<file path="src/rtl/filter_window_sequencer.sv">
// -----------------------------------------------------------------------------
// filter_window_sequencer
//
// Drives a 3x3 neighbourhood filter over a whole frame. The source frame
// buffer is walked in raster order. For each pixel the nine RGB444 taps are
// fetched with edge replication at the borders and packed into a 108-bit
// window. The block then waits out the filter latency and writes the filtered
// pixel to the destination frame buffer at y*IMG_W+x.
//
// Parameters
//   IMG_W, IMG_H  frame size in pixels/lines (each >= 2)
//   ADDR_W        frame-buffer address width (2^ADDR_W >= IMG_W*IMG_H)
//   FILTER_LAT    cycles from window_valid to a valid filter_rgb_in (>= 1)
//
// Ports
//   clk            system clock, rising edge
//   reset          synchronous, active-low reset
//   start          one-cycle frame start pulse, honoured only when idle
//   busy           high from the cycle after an accepted start to the last write
//   done           one-cycle pulse in the cycle after the last write
//   rd_addr        source read address (1-cycle synchronous read)
//   rd_data        source pixel for the previous cycle's rd_addr
//   color_data     packed window: centre,L,R,U,D,UL,UR,DL,DR from MSB down
//   window_valid   one-cycle pulse, color_data holds a new window
//   filter_rgb_in  filter output
//   wr_en          destination write strobe
//   wr_addr        destination address
//   wr_data        destination pixel (filter_rgb_in passed through)
// -----------------------------------------------------------------------------
module filter_window_sequencer #(
  parameter int IMG_W      = 160,
  parameter int IMG_H      = 120,
  parameter int ADDR_W     = 15,
  parameter int FILTER_LAT = 3
) (
  input  logic              clk,
  input  logic              reset,
  input  logic              start,
  output logic              busy,
  output logic              done,
  output logic [ADDR_W-1:0] rd_addr,
  input  logic [11:0]       rd_data,
  output logic [107:0]      color_data,
  output logic              window_valid,
  input  logic [11:0]       filter_rgb_in,
  output logic              wr_en,
  output logic [ADDR_W-1:0] wr_addr,
  output logic [11:0]       wr_data
);

  localparam int X_W = (IMG_W > 1) ? $clog2(IMG_W) : 1;
  localparam int Y_W = (IMG_H > 1) ? $clog2(IMG_H) : 1;
  localparam int L_W = (FILTER_LAT > 1) ? $clog2(FILTER_LAT) : 1;

  typedef enum logic [2:0] {
    S_IDLE,
    S_FETCH,
    S_CAPTURE,
    S_WAIT,
    S_WRITE
  } state_t;

  state_t              r_state;
  logic [X_W-1:0]      r_x;
  logic [Y_W-1:0]      r_y;
  logic [3:0]          r_k;
  logic [L_W-1:0]      r_wait;
  logic [ADDR_W-1:0]   r_pix_addr;   // y*IMG_W+x of the current pixel
  logic [ADDR_W-1:0]   r_rd_addr;
  logic [107:0]        r_color;
  logic                r_valid;
  logic                r_done;
  logic [11:0]         r_win [0:7];  // taps 0..7; tap 8 goes straight to color_data
  logic                w_last_pix;

  // Address of tap k around (x,y), with coordinates clamped to the frame so
  // border pixels replicate their edge neighbours.
  function automatic logic [ADDR_W-1:0] tap_addr(input logic [X_W-1:0] x,
                                                 input logic [Y_W-1:0] y,
                                                 input logic [3:0]     k);
    int dx;
    int dy;
    int xc;
    int yc;
    dx = 0;
    dy = 0;
    case (k)
      4'd1:    begin dx = -1; dy =  0; end
      4'd2:    begin dx =  1; dy =  0; end
      4'd3:    begin dx =  0; dy = -1; end
      4'd4:    begin dx =  0; dy =  1; end
      4'd5:    begin dx = -1; dy = -1; end
      4'd6:    begin dx =  1; dy = -1; end
      4'd7:    begin dx = -1; dy =  1; end
      4'd8:    begin dx =  1; dy =  1; end
      default: begin dx =  0; dy =  0; end
    endcase
    xc = int'(x) + dx;
    yc = int'(y) + dy;
    if (xc < 0)      xc = 0;
    if (xc > IMG_W-1) xc = IMG_W - 1;
    if (yc < 0)      yc = 0;
    if (yc > IMG_H-1) yc = IMG_H - 1;
    return ADDR_W'(yc * IMG_W + xc);
  endfunction

  assign w_last_pix = (r_x == X_W'(IMG_W - 1)) && (r_y == Y_W'(IMG_H - 1));

  always_ff @(posedge clk) begin
    // NOTE: all state is updated with non-blocking assignments so every
    // register samples the pre-edge values; reset is synchronous, so it is
    // just the highest-priority branch of the clocked block.
    if (!reset) begin
      r_state    <= S_IDLE;
      r_x        <= '0;
      r_y        <= '0;
      r_k        <= '0;
      r_wait     <= '0;
      r_pix_addr <= '0;
      r_rd_addr  <= '0;
      r_color    <= '0;
      r_valid    <= 1'b0;
      r_done     <= 1'b0;
    end else begin
      r_valid <= 1'b0;
      r_done  <= 1'b0;
      case (r_state)
        S_IDLE: begin
          // A start landing on the done cycle belongs to the finished frame.
          if (start && !r_done) begin
            r_state    <= S_FETCH;
            r_x        <= '0;
            r_y        <= '0;
            r_k        <= '0;
            r_pix_addr <= '0;
            r_rd_addr  <= '0;
          end
        end
        S_FETCH: begin
          if (r_k == 4'd8) begin
            r_state <= S_CAPTURE;
          end else begin
            r_k       <= r_k + 4'd1;
            r_rd_addr <= tap_addr(r_x, r_y, r_k + 4'd1);
          end
        end
        S_CAPTURE: begin
          r_color <= {r_win[0], r_win[1], r_win[2], r_win[3],
                      r_win[4], r_win[5], r_win[6], r_win[7], rd_data};
          r_valid <= 1'b1;
          r_wait  <= '0;
          r_state <= S_WAIT;
        end
        S_WAIT: begin
          if (r_wait == L_W'(FILTER_LAT - 1)) begin
            r_state <= S_WRITE;
          end else begin
            r_wait <= r_wait + L_W'(1);
          end
        end
        S_WRITE: begin
          r_k <= '0;
          if (w_last_pix) begin
            r_state    <= S_IDLE;
            r_done     <= 1'b1;
            r_x        <= '0;
            r_y        <= '0;
            r_pix_addr <= '0;
            r_rd_addr  <= '0;
          end else begin
            r_state    <= S_FETCH;
            r_pix_addr <= r_pix_addr + ADDR_W'(1);
            // Centre tap of the next raster pixel is simply the next address.
            r_rd_addr  <= r_pix_addr + ADDR_W'(1);
            if (r_x == X_W'(IMG_W - 1)) begin
              r_x <= '0;
              r_y <= r_y + Y_W'(1);
            end else begin
              r_x <= r_x + X_W'(1);
            end
          end
        end
        default: r_state <= S_IDLE;
      endcase
    end
  end

  // NOTE: the window slots are plain storage with no reset; every slot is
  // rewritten before it is read, and color_data itself is reset.
  always_ff @(posedge clk) begin
    if (r_state == S_FETCH && r_k != 4'd0) begin
      r_win[3'(r_k - 4'd1)] <= rd_data;
    end
  end

  assign busy         = (r_state != S_IDLE);
  assign done         = r_done;
  assign rd_addr      = r_rd_addr;
  assign color_data   = r_color;
  assign window_valid = r_valid;
  assign wr_en        = (r_state == S_WRITE);
  assign wr_addr      = r_pix_addr;
  assign wr_data      = wr_en ? filter_rgb_in : 12'd0;

endmodule

</file>
<file path="config.mk">
export PLATFORM = sky130hd
export DESIGN_NAME = filter_window_sequencer
export DESIGN_NICKNAME = d
export VERILOG_FILES = /design/src/rtl/filter_window_sequencer.sv
export SDC_FILE = /design/constraint.sdc
export NUM_CORES = 1
export LEC_CHECK = 0
export ABC_AREA = 0
export BUFFER_PORTS_ARGS = -buffer_cell sky130_fd_sc_hd__buf_2
export CORE_UTILIZATION = 59
export CTS_BUF_LIST = sky130_fd_sc_hd__clkbuf_4 sky130_fd_sc_hd__clkbuf_8
export CTS_CLUSTER_SIZE = 10
export DETAILED_ROUTE_END_ITERATION = 8
export PLACE_DENSITY = 0.86
export SYNTH_ARGS = -nofsm -noshare
export SYNTH_HDL_FRONTEND = slang
export SYNTH_SLANG_ARGS = --single-unit
</file>
<file path="constraint.sdc">
create_clock -name clk -period 7.4 [get_ports clk]
set_input_delay 0.74 -clock clk [delete_from_list [all_inputs] [get_ports clk]]
set_output_delay 0.74 -clock clk [all_outputs]
set_load 0.005 [all_outputs]
</file>
==> flow_metrics.tcl, run 1 <==
set metrics [dict create \
    die_x_microns 143 \
    end_kind "register" \
    required_ns 7.84 \
    final_core_util_pct 71.2 \
    first_pass_iters 6 \
    critPathKind "reg2reg" \
    worst_slew_pin_slew_ns 1.17 \
    port_buffers 180 \
    period_minus_slack_ns 6.95 \
    drt_iter0_drc 685 \
    finalSetupTns_ns 0 \
    cp_data_arrival_time_ns 7.39 \
    fin_crit_sh_pct 93.9 \
    fmax_mhz 144 \
    cts_buffer_depth 3 \
    drive_above_1_share_pct 20.6 \
    cp_slowest_stage_delay_ns 0.54 \
    antenna_found_initial 0 \
    final_hold_viol_count 0 \
    cp_max_fo 12 \
    top_layer "met4" \
    met3_length_microns 2290 \
    synth_seq_area_share_pct 52.5 \
    startpoint_type "register" \
    synth-edff-count 96 \
    drt-total-wl_microns 28300 \
    yosysUniqueCellTypes 77 \
    p_per_area_nw_per_um2 237 \
    gp_congestion 0.891 \
    whs_path_depth 2 \
    start_util_pct 60.3 \
    ant_nets 0 \
    grt_usage_pct 27.6 \
    std_cell_rows 51 \
    htree_num_levels 2 \
    cap_violations 0 \
    synthToLayoutAreaGrowth_pct 18.1 \
    cts_made_buffers 41 \
    r2r_end "rd_addr[12]" \
    grt_overflow 0 \
    setup_viol 0 \
    coreArea_sq_um 19500 \
    viasPerCell 5.66 \
    grt_pass1_wl_microns 44400 \
    clockRootBuffer "clkbuf_8" \
    dpl.hpwl_microns 18500 \
    num_antenna_cells 0 \
    hold_end "color_data[22]" \
    synth_seq_cells 260 \
    min_from "color_data[22]" \
    vias 9733 \
    nets 1518 \
    cts_sinks 260 \
    grt_pass1_vias 8964 \
    drc 0 \
    ioPinCount 181 \
    clk_latency_ns 0.55 \
    leakage_nw 5.60 \
    crit_path_top_delay_cell "fa_1" \
    drt-wirelength-per-cell_microns 16.4 \
    drv_slew 0 \
    cts_hold_buffers 0 \
    yosys_warnings 0 \
    reg2reg_from "r_k[0]" \
    syn_area_per_cell_sq_um 9.46 \
    reg2regPathDepth 30 \
    dr_wl_met2_microns 13800 \
    ff2ff_setup_slack_ns 0.45 \
    tritoncts "yes" \
    hp-class "reg2reg" \
    netlist_area_sq_um 11700 \
    outcome "finished, final reports clean" \
    die_area_sq_um 20500 \
    relSlewSlack_pct 21.9 \
    synth_cells 1242 \
    clk_pin_slew_ns 0.06 \
    grt_max_degree 110 \
    ir_drop_v 0.000132 \
    met1_length_microns 11600 \
    synth_ff_type "dfxtp_1" \
    clock_skew_ns 0.0224 \
    async_flop_share_pct 0 \
    fp.dieH_microns 143 \
]
[worst max-delay path, delay by kind of cell (launching register included)]
family / cells / cell delay (ns)
AO/OA/AOI/OAI: 8 / 1.88
XOR/XNOR: 2 / 0.28
adder cells (fa/ha/maj): 6 / 1.85
buffers and inverters: 5 / 0.49
flip-flops: 1 / 0.40
multiplexers: 1 / 0.12
AND/OR/NAND/NOR: 8 / 1.80
[registers in the layout (all words and copies together) (netlist names)]
name / flops
color_data: 108
r_win: 96
rd_addr: 15
wr_addr: 15
r_x: 8
r_y: 7
r_k: 4
r_state: 3
r_wait: 2
done: 1
window_valid: 1
[cells in the mapped netlist, types with 9 or more instances]
cell type / number / area [sq um]
o21ai_0: 32 / 160
a22oi_1: 14 / 105
and3_1: 26 / 163
xnor2_1: 25 / 219
a21oi_1: 158 / 791
edfxtp_1: 96 / 2880
xor2_1: 15 / 131
ha_1: 64 / 801
nand2_1: 277 / 1040
nor3_1: 24 / 120
nand3_1: 17 / 85.1
clkbuf_1: 50 / 188
nor2b_1: 9 / 56.3
nand2b_1: 11 / 68.8
dfxtp_1: 164 / 3280
a21o_1: 10 / 75.1
nor2_1: 74 / 278
inv_1: 28 / 105
[report_power, final]
group | switching [mW] | internal (mW)
registers | 0.0126 | 1.50
clock network | 0.557 | 0.791
logic | 0.256 | 0.181
[per-layer routing]
layer | global-route usage, % | up-vias
met5 | 0 | -
met4 | 9.34 | 0
met3 | 4.49 | 48
met2 | 47.2 | 428
met1 | 35.3 | 4557
li1 | - | 4700
[cells in the final DEF (no fill, tap or decap), types with 5 or more instances in the layout]
cell	instances
a211o_1	6
a21o_1	10
a21oi_1	158
a22oi_1	14
a31oi_1	8
and3_1	26
buf_2	181
buf_4	14
clkbuf_4	17
clkbuf_8	48
conb_1	8
dfxtp_1	162
edfxtp_1	96
ha_1	62
inv_1	28
mux2i_1	5
nand2_1	277
nand2b_1	11
nand3_1	17
nand4_1	8
nor2_1	73
nor2b_1	8
nor3_1	20
nor3_2	5
nor3b_1	5
nor4_1	5
o21ai_0	32
o22ai_1	5
or3_1	6
xnor2_1	25
xor2_1	15
[cells by family (layout without fill, tap and decap cells)]
family                   count (synthesis)  count (layout)  synth area share, %
adder cells (fa/ha/maj)                 68              68                 7.50
AND/OR/NAND/NOR                        494             494                 18.9
flip-flops                             260             260                 52.5
multiplexers                             6               6                0.522
XOR/XNOR                                42              42                 3.26
AO/OA/AOI/OAI                          276             276                 14.0
buffers and inverters                   95             302                 3.25
other                                    1               8               0.0319
[stage by stage]
stage                     setup slack [ns]  power, mW  hold WS (ns)  cell area, sq um  instances
after floorplan                      0.638       1.85         0.453             11800       1249
after global placement               0.290       1.94         0.439             12900       1643
after detailed placement            0.0710       1.95         0.445             12900       1643
after CTS                           0.0124       3.29         0.453             13800       1719
after global routing               -0.0154       3.43         0.468             13900       1721
final                                0.451       3.29         0.451             13900       1721
[worst max-delay path by stage]
stage	start	to	slack, ns	depth (start not counted)
detailed placement	r_k[0]	rd_addr[13]	0.07	31
global placement	r_k[0]	rd_addr[12]	0.29	30
finish	r_k[0]	rd_addr[12]	0.45	30
CTS	r_k[0]	rd_addr[12]	0.01	30
global route	r_k[0]	rd_addr[12]	-0.02	30
floorplan	r_k[0]	rd_addr[12]	0.64	32
[final cells by class]
| type | instances | area [sq um] |
|---|---|---|
| Clock buffer | 65 | 788 |
| Clock inverter | 11 | 148 |
| Fill cell | 1384 | 5600 |
| Inverter | 30 | 115 |
| Multi-Input combinational cell | 894 | 5290 |
| Sequential cell | 260 | 6170 |
| Tap cell | 265 | 332 |
| Timing Repair Buffer | 196 | 1020 |
[what timing repair did]
action | CTS | global route
buffers inserted | 0 | 1
resized for setup | 0 | 11
endpoints found under the setup margin | 0 | 6
(Power assumes the default switching activity.)
==> run 2: changes to the inputs <==
--- a/config.mk
+++ b/config.mk
@@ -5,13 +5,15 @@
 export SDC_FILE = /design/constraint.sdc
 export NUM_CORES = 1
 export LEC_CHECK = 0
-export ABC_AREA = 0
+export ABC_AREA = 1
 export BUFFER_PORTS_ARGS = -buffer_cell sky130_fd_sc_hd__buf_2
+export CORE_ASPECT_RATIO = 0.75
 export CORE_UTILIZATION = 59
 export CTS_BUF_LIST = sky130_fd_sc_hd__clkbuf_4 sky130_fd_sc_hd__clkbuf_8
 export CTS_CLUSTER_SIZE = 10
 export DETAILED_ROUTE_END_ITERATION = 8
 export PLACE_DENSITY = 0.86
+export SKIP_LAST_GASP = 1
 export SYNTH_ARGS = -nofsm -noshare
 export SYNTH_HDL_FRONTEND = slang
 export SYNTH_SLANG_ARGS = --single-unit
==> run 2 against run 1 <==
Die area fell by 0.58%; clock-buffer cell count down 3; sequential share of layout area rose by 0.74 points; largest cell class unchanged; worst setup slack improved by 0.22 ns; worst hold slack improved by 0.0049 ns; largest power group unchanged; clock power shrank 12%; first-iteration DRC count is 8.2% higher; routed wire length decreased by 0.12%; critical path type unchanged; critical path depth is 11 higher.
==> flow_metrics.tcl, run 2 <==
set metrics [dict create \
    fmax_mhz 149 \
    grt_max_degree 114 \
    synth.top_cells.by_count "296 x nor2_1, 189 x nand2_1, 164 x dfxtp_1" \
    required_ns 7.87 \
    whs_path_depth 1 \
    cts_buffer_depth 3 \
    yosys_warnings 0 \
    vias 9804 \
    antenna_found_initial 1 \
    min_from "r_wait[0]" \
    synthTopCellsByArea "dfxtp_1 28%, edfxtp_1 25%, nor2_1 9.5%" \
    p_per_area_nw_per_um2 297 \
    clk_latency_ns 0.53 \
    num_antenna_cells 0 \
    drive_above_1_share_pct 20.1 \
    grt_overflow 0 \
    coreArea_sq_um 19400 \
    yosys.area.top_type_share_pct 28.1 \
    fp.dieH_microns 124 \
    ant_nets 0 \
    start_util_pct 60.2 \
    drv_slew 0 \
    crit_path_top_delay_cell "dfxtp_2" \
    ioPinCount 181 \
    grt_usage_pct 27.4 \
    end_kind "register" \
    cts_made_buffers 38 \
    async_flop_share_pct 0 \
    drt-total-wl_microns 28200 \
    clockRootBuffer "clkbuf_8" \
    holdWs_ns 0.455 \
    synth_cells 1350 \
    port_buffers 180 \
    std_cell_rows 44 \
    leakage_nw 5.93 \
    synth_most_common_cell "nor2_1" \
    nets 1634 \
    hp-class "reg2reg" \
    ir_drop_v 0.000169 \
    viasPerCell 5.38 \
    dpl.hpwl_microns 18900 \
    cp_data_arrival_time_ns 7.20 \
    gp_congestion 0.899 \
    final_common_cell "nor2_1" \
    relSlewSlack_pct 17.2 \
    tritoncts "yes" \
    first_pass_iters 5 \
    htree_num_levels 2 \
    final_hold_viol_count 0 \
    clock_skew_ns 0.0202 \
    fin_crit_sh_pct 91.0 \
    drt_iter0_drc 741 \
    cp_slowest_stage_delay_ns 0.51 \
    drt-wirelength-per-cell_microns 15.5 \
    grt_pass1_vias 8840 \
    largest_reg_flops 108 \
    rsz0062_at_grt "false" \
    worst_slew_pin_slew_ns 1.24 \
    final_cell_mix "296 x nor2_1, 188 x nand2_1, 180 x buf_2" \
    ff2ff_setup_slack_ns 0.67 \
    yosysUniqueCellTypes 46 \
    synthToLayoutAreaGrowth_pct 16.8 \
    reg2reg_from "r_k[0]" \
    critPathKind "reg2reg" \
    synth-edff-count 96 \
    clk_pin_slew_ns 0.07 \
    drc 0 \
    cts_sinks 260 \
    crit_top_cell "nand2_1" \
    outcome "finished, final reports clean" \
    netlist_area_sq_um 11700 \
    reg2regPathDepth 41 \
    die_area_sq_um 20400 \
    synth_seq_cells 260 \
    period_minus_slack_ns 6.73 \
    finalSetupTns_ns 0 \
    cp-startpoint "r_k[0]" \
    yosysTopAreaCell "dfxtp_1" \
    syn_area_per_cell_sq_um 8.65 \
    synth_ff_type "dfxtp_1" \
    grt_pass1_wl_microns 43700 \
    synth_seq_area_share_pct 52.8 \
    total_power_mw 4.05 \
    cp_max_fo 22 \
    cap_violations 0 \
    setup_viol 0 \
    die_x_microns 164 \
    startpoint_type "register" \
]
## run 2: final cells by class
cell class / instances / area (sq um)
Clock inverter: 7 / 67.6
Tap cell: 253 / 317
Multi-Input combinational cell: 924 / 4900
Timing Repair Buffer: 192 / 991
Clock buffer: 62 / 728
Fill cell: 1496 / 5750
Sequential cell: 260 / 6170
Inverter: 123 / 465
## run 2: layer usage
layer  track usage, %  part of all wire, %  wire length (microns)
met4             7.74                  2.0                    571
met1             38.7                   45                  12700
met3             5.59                  8.4                   2380
met5                0                    0                      0
met2             42.9                   44                  12600
## run 2: path summary, 6_finish.rpt
path / end
hold / removal: r_wait[0]
setup reg to reg: rd_addr[14]
hold reg to reg: r_wait[0]
setup / recovery: rd_addr[14]
## run 2: kinds of logic (layout without fill, tap and decap cells)
group	count (synthesis)	count (layout)	synth area share [%]
compound gates	238	238	11.1
xor+xnor	15	15	1.13
other cells	1	8	0.0321
fa+ha+maj	68	68	7.55
flops	260	260	52.8
simple gates	595	595	21.7
buf+inv	173	384	5.72
## run 2: stage by stage
stage                     worst slack (ns)  instance area [sq um]  cells  utilization [%]
after global routing                0.0763                  13600   1821             70.3
after global placement               0.725                  12800   1750             66.1
after detailed placement             0.351                  12800   1750             66.1
final                                0.667                  13600   1821             70.3
after floorplan                       1.38                  11700   1357                -
after CTS                            0.330                  13600   1819             70.2
## run 2: power by group
group | internal [mW] | total, mW | switching, mW | leakage, nW
Sequential | 1.57 | 1.62 | 0.0501 | 2.20
Combinational | 0.454 | 1.23 | 0.778 | 3.30
Clock | 0.662 | 1.19 | 0.531 | 0.433
## run 2: timing repair
item / CTS / global route
endpoints found under the setup margin: 0 / 2
hold buffers: 0 / 0
buffers inserted: 0 / 2
gates resized for setup: 0 / 3
## run 2: worst max-delay path: cells and delay by family (launching register included)
kind                     cells  cell delay (ns)
AO/OA/AOI/OAI                6             0.94
XOR/XNOR                     3             0.54
adder cells (fa/ha/maj)      6             1.93
buffers and inverters        5             0.54
flip-flops                   1             0.51
AND/OR/NAND/NOR             21             2.21
==> run 3: changes to the inputs <==
--- a/config.mk
+++ b/config.mk
@@ -13,6 +13,7 @@
 export CTS_CLUSTER_SIZE = 10
 export DETAILED_ROUTE_END_ITERATION = 8
 export PLACE_DENSITY = 0.86
+export REMOVE_ABC_BUFFERS = 1
 export SKIP_LAST_GASP = 1
 export SYNTH_ARGS = -nofsm -noshare
 export SYNTH_HDL_FRONTEND = slang
==> run 3 against run 2 <==
Via count decreased by 1.3%; critical endpoint unchanged; flip-flop and latch count unchanged; final cell count up 0.33%; global-route usage shrank 1.5 points; total power shrank 0.81%; clock skew is 0.0045 ns higher; clock power is essentially flat; largest cell class unchanged; non-clock buffer count grew 3; first-iteration DRC count decreased by 13%.
==> flow_metrics.tcl, run 3 (same netlist as run 2, synthesis figures left out) <==
set metrics [dict create \
    antenna_found_initial 0 \
    pre_cts_ws_ns 0.314 \
    drt_iter0_drc 643 \
    critPathKind "reg2reg" \
    drive_above_1_share_pct 20.3 \
    p_per_area_nw_per_um2 293 \
    fin_cells 1827 \
    nets 1638 \
    holdWs_ns 0.461 \
    vias 9681 \
    clock_skew_ns 0.0248 \
    final_cell_mix "296 x nor2_1, 188 x nand2_1, 180 x buf_2" \
    final_common_cell "nor2_1" \
    port_buffers 180 \
    finalSetupTns_ns 0 \
    htree_num_levels 2 \
    leakage_nw 5.94 \
    crit_end "rd_addr[14]" \
    post-route-cell-area_sq_um 13700 \
    gp_congestion 0.862 \
    period_minus_slack_ns 6.86 \
    relSlewSlack_pct 23.7 \
    ant_nets 0 \
    hp-class "reg2reg" \
    dpl.hpwl_microns 18100 \
    drc 0 \
    crit_path_top_delay_cell "dfxtp_4" \
    final_core_util_pct 70.6 \
    fp.dieH_microns 124 \
    clk_latency_ns 0.53 \
    startpoint_type "register" \
    grt_max_degree 113 \
    grt_pass1_wl_microns 41700 \
    reg2reg_from "r_k[0]" \
    clk_pin_slew_ns 0.06 \
    drt-wirelength-per-cell_microns 14.8 \
    grt_overflow 0 \
    reg2regPathDepth 41 \
    die_x_microns 164 \
    grt_usage_pct 25.9 \
    cts_buffer_depth 3 \
    synthToLayoutAreaGrowth_pct 17.3 \
    first_pass_iters 5 \
    finalWorstSetupSlack_ns 0.544 \
    cp_data_arrival_time_ns 7.25 \
    viasPerCell 5.30 \
    drv_slew 0 \
    dp.cells 1754 \
    cts_made_buffers 39 \
    start_util_pct 60.2 \
    cp_slowest_stage_delay_ns 0.45 \
    cp-startpoint "r_k[0]" \
    crit_top_cell "nand2_1" \
    drt-total-wl_microns 27000 \
    required_ns 7.79 \
    total_power_mw 4.01 \
    fin_crit_sh_pct 92.7 \
    die_area_sq_um 20400 \
    clockRootBuffer "clkbuf_8" \
    grt_pass1_vias 8413 \
    place_area_sq_um 12900 \
    tritoncts "yes" \
    worst_slew_pin_slew_ns 1.14 \
    cp_max_fo 22 \
    std_cell_rows 44 \
    ioPinCount 181 \
    coreArea_sq_um 19400 \
    cap_violations 0 \
    largest_reg_flops 108 \
    outcome "finished, final reports clean" \
    ir_drop_v 0.000284 \
    setup_viol 0 \
    end_kind "register" \
    cts_sinks 260 \
    num_antenna_cells 0 \
    final_hold_viol_count 0 \
    fmax_mhz 146 \
    r2r_end "rd_addr[14]" \
    ff2ff_setup_slack_ns 0.54 \
]
[run 3: changes by cell type in the layout (fill, tap and decap cells not counted), sizes merged]
cell	delta
inv	-1
clkinv	+4
buf	+3
clkinvlp	+2
clkbuf	-2
[run 3: how the worst min path moves through the flow]
stage,from,endpoint,slack [ns],cells after the start
global placement,r_wait[0],r_wait[0],0.45,1
global route,r_wait[0],r_wait[0],0.48,1
detailed placement,r_wait[0],r_wait[0],0.45,1
CTS,r_wait[0],r_wait[0],0.46,1
floorplan,r_wait[0],r_wait[0],0.43,1
finish,r_wait[0],r_wait[0],0.46,1
[run 3: repair_timing]
| action | CTS | global route |
|---|---|---|
| hold buffers | 0 | 0 |
| setup buffers | 0 | 1 |
| endpoints found under the setup margin | 0 | 3 |
| resized for setup | 0 | 4 |
[run 3: metal layers]
metal | vias up | track usage (%) | wire length, microns
li1 | 4827 | - | -
met1 | 4461 | 37.2 | 12500
met2 | 334 | 39.3 | 11800
met3 | 59 | 4.93 | 1950
met4 | 0 | 9.23 | 661
met5 | - | 0 | 0
[run 3: final cells by class]
type,instances,area (sq um)
Sequential cell,260,6170
Fill cell,1460,5690
Multi-Input combinational cell,924,4910
Timing Repair Buffer,195,1010
Clock buffer,60,726
Inverter,123,465
Tap cell,253,317
Clock inverter,12,87.6
[run 3: worst max-delay path: cells and delay by family, from the launching register on]
| family | cells | cell delay [ns] |
|---|---|---|
| buf+inv | 5 | 0.54 |
| fa+ha+maj | 6 | 1.79 |
| flops | 1 | 0.45 |
| xor+xnor | 3 | 0.53 |
| simple gates | 21 | 2.50 |
| compound gates | 6 | 0.85 |
[run 3: report_power, final]
| group | leakage [nW] | switching, mW | total [mW] | internal [mW] |
|---|---|---|---|---|
| registers | 2.20 | 0.0480 | 1.62 | 1.57 |
| logic | 3.32 | 0.746 | 1.19 | 0.449 |
| clock network | 0.428 | 0.535 | 1.20 | 0.664 |
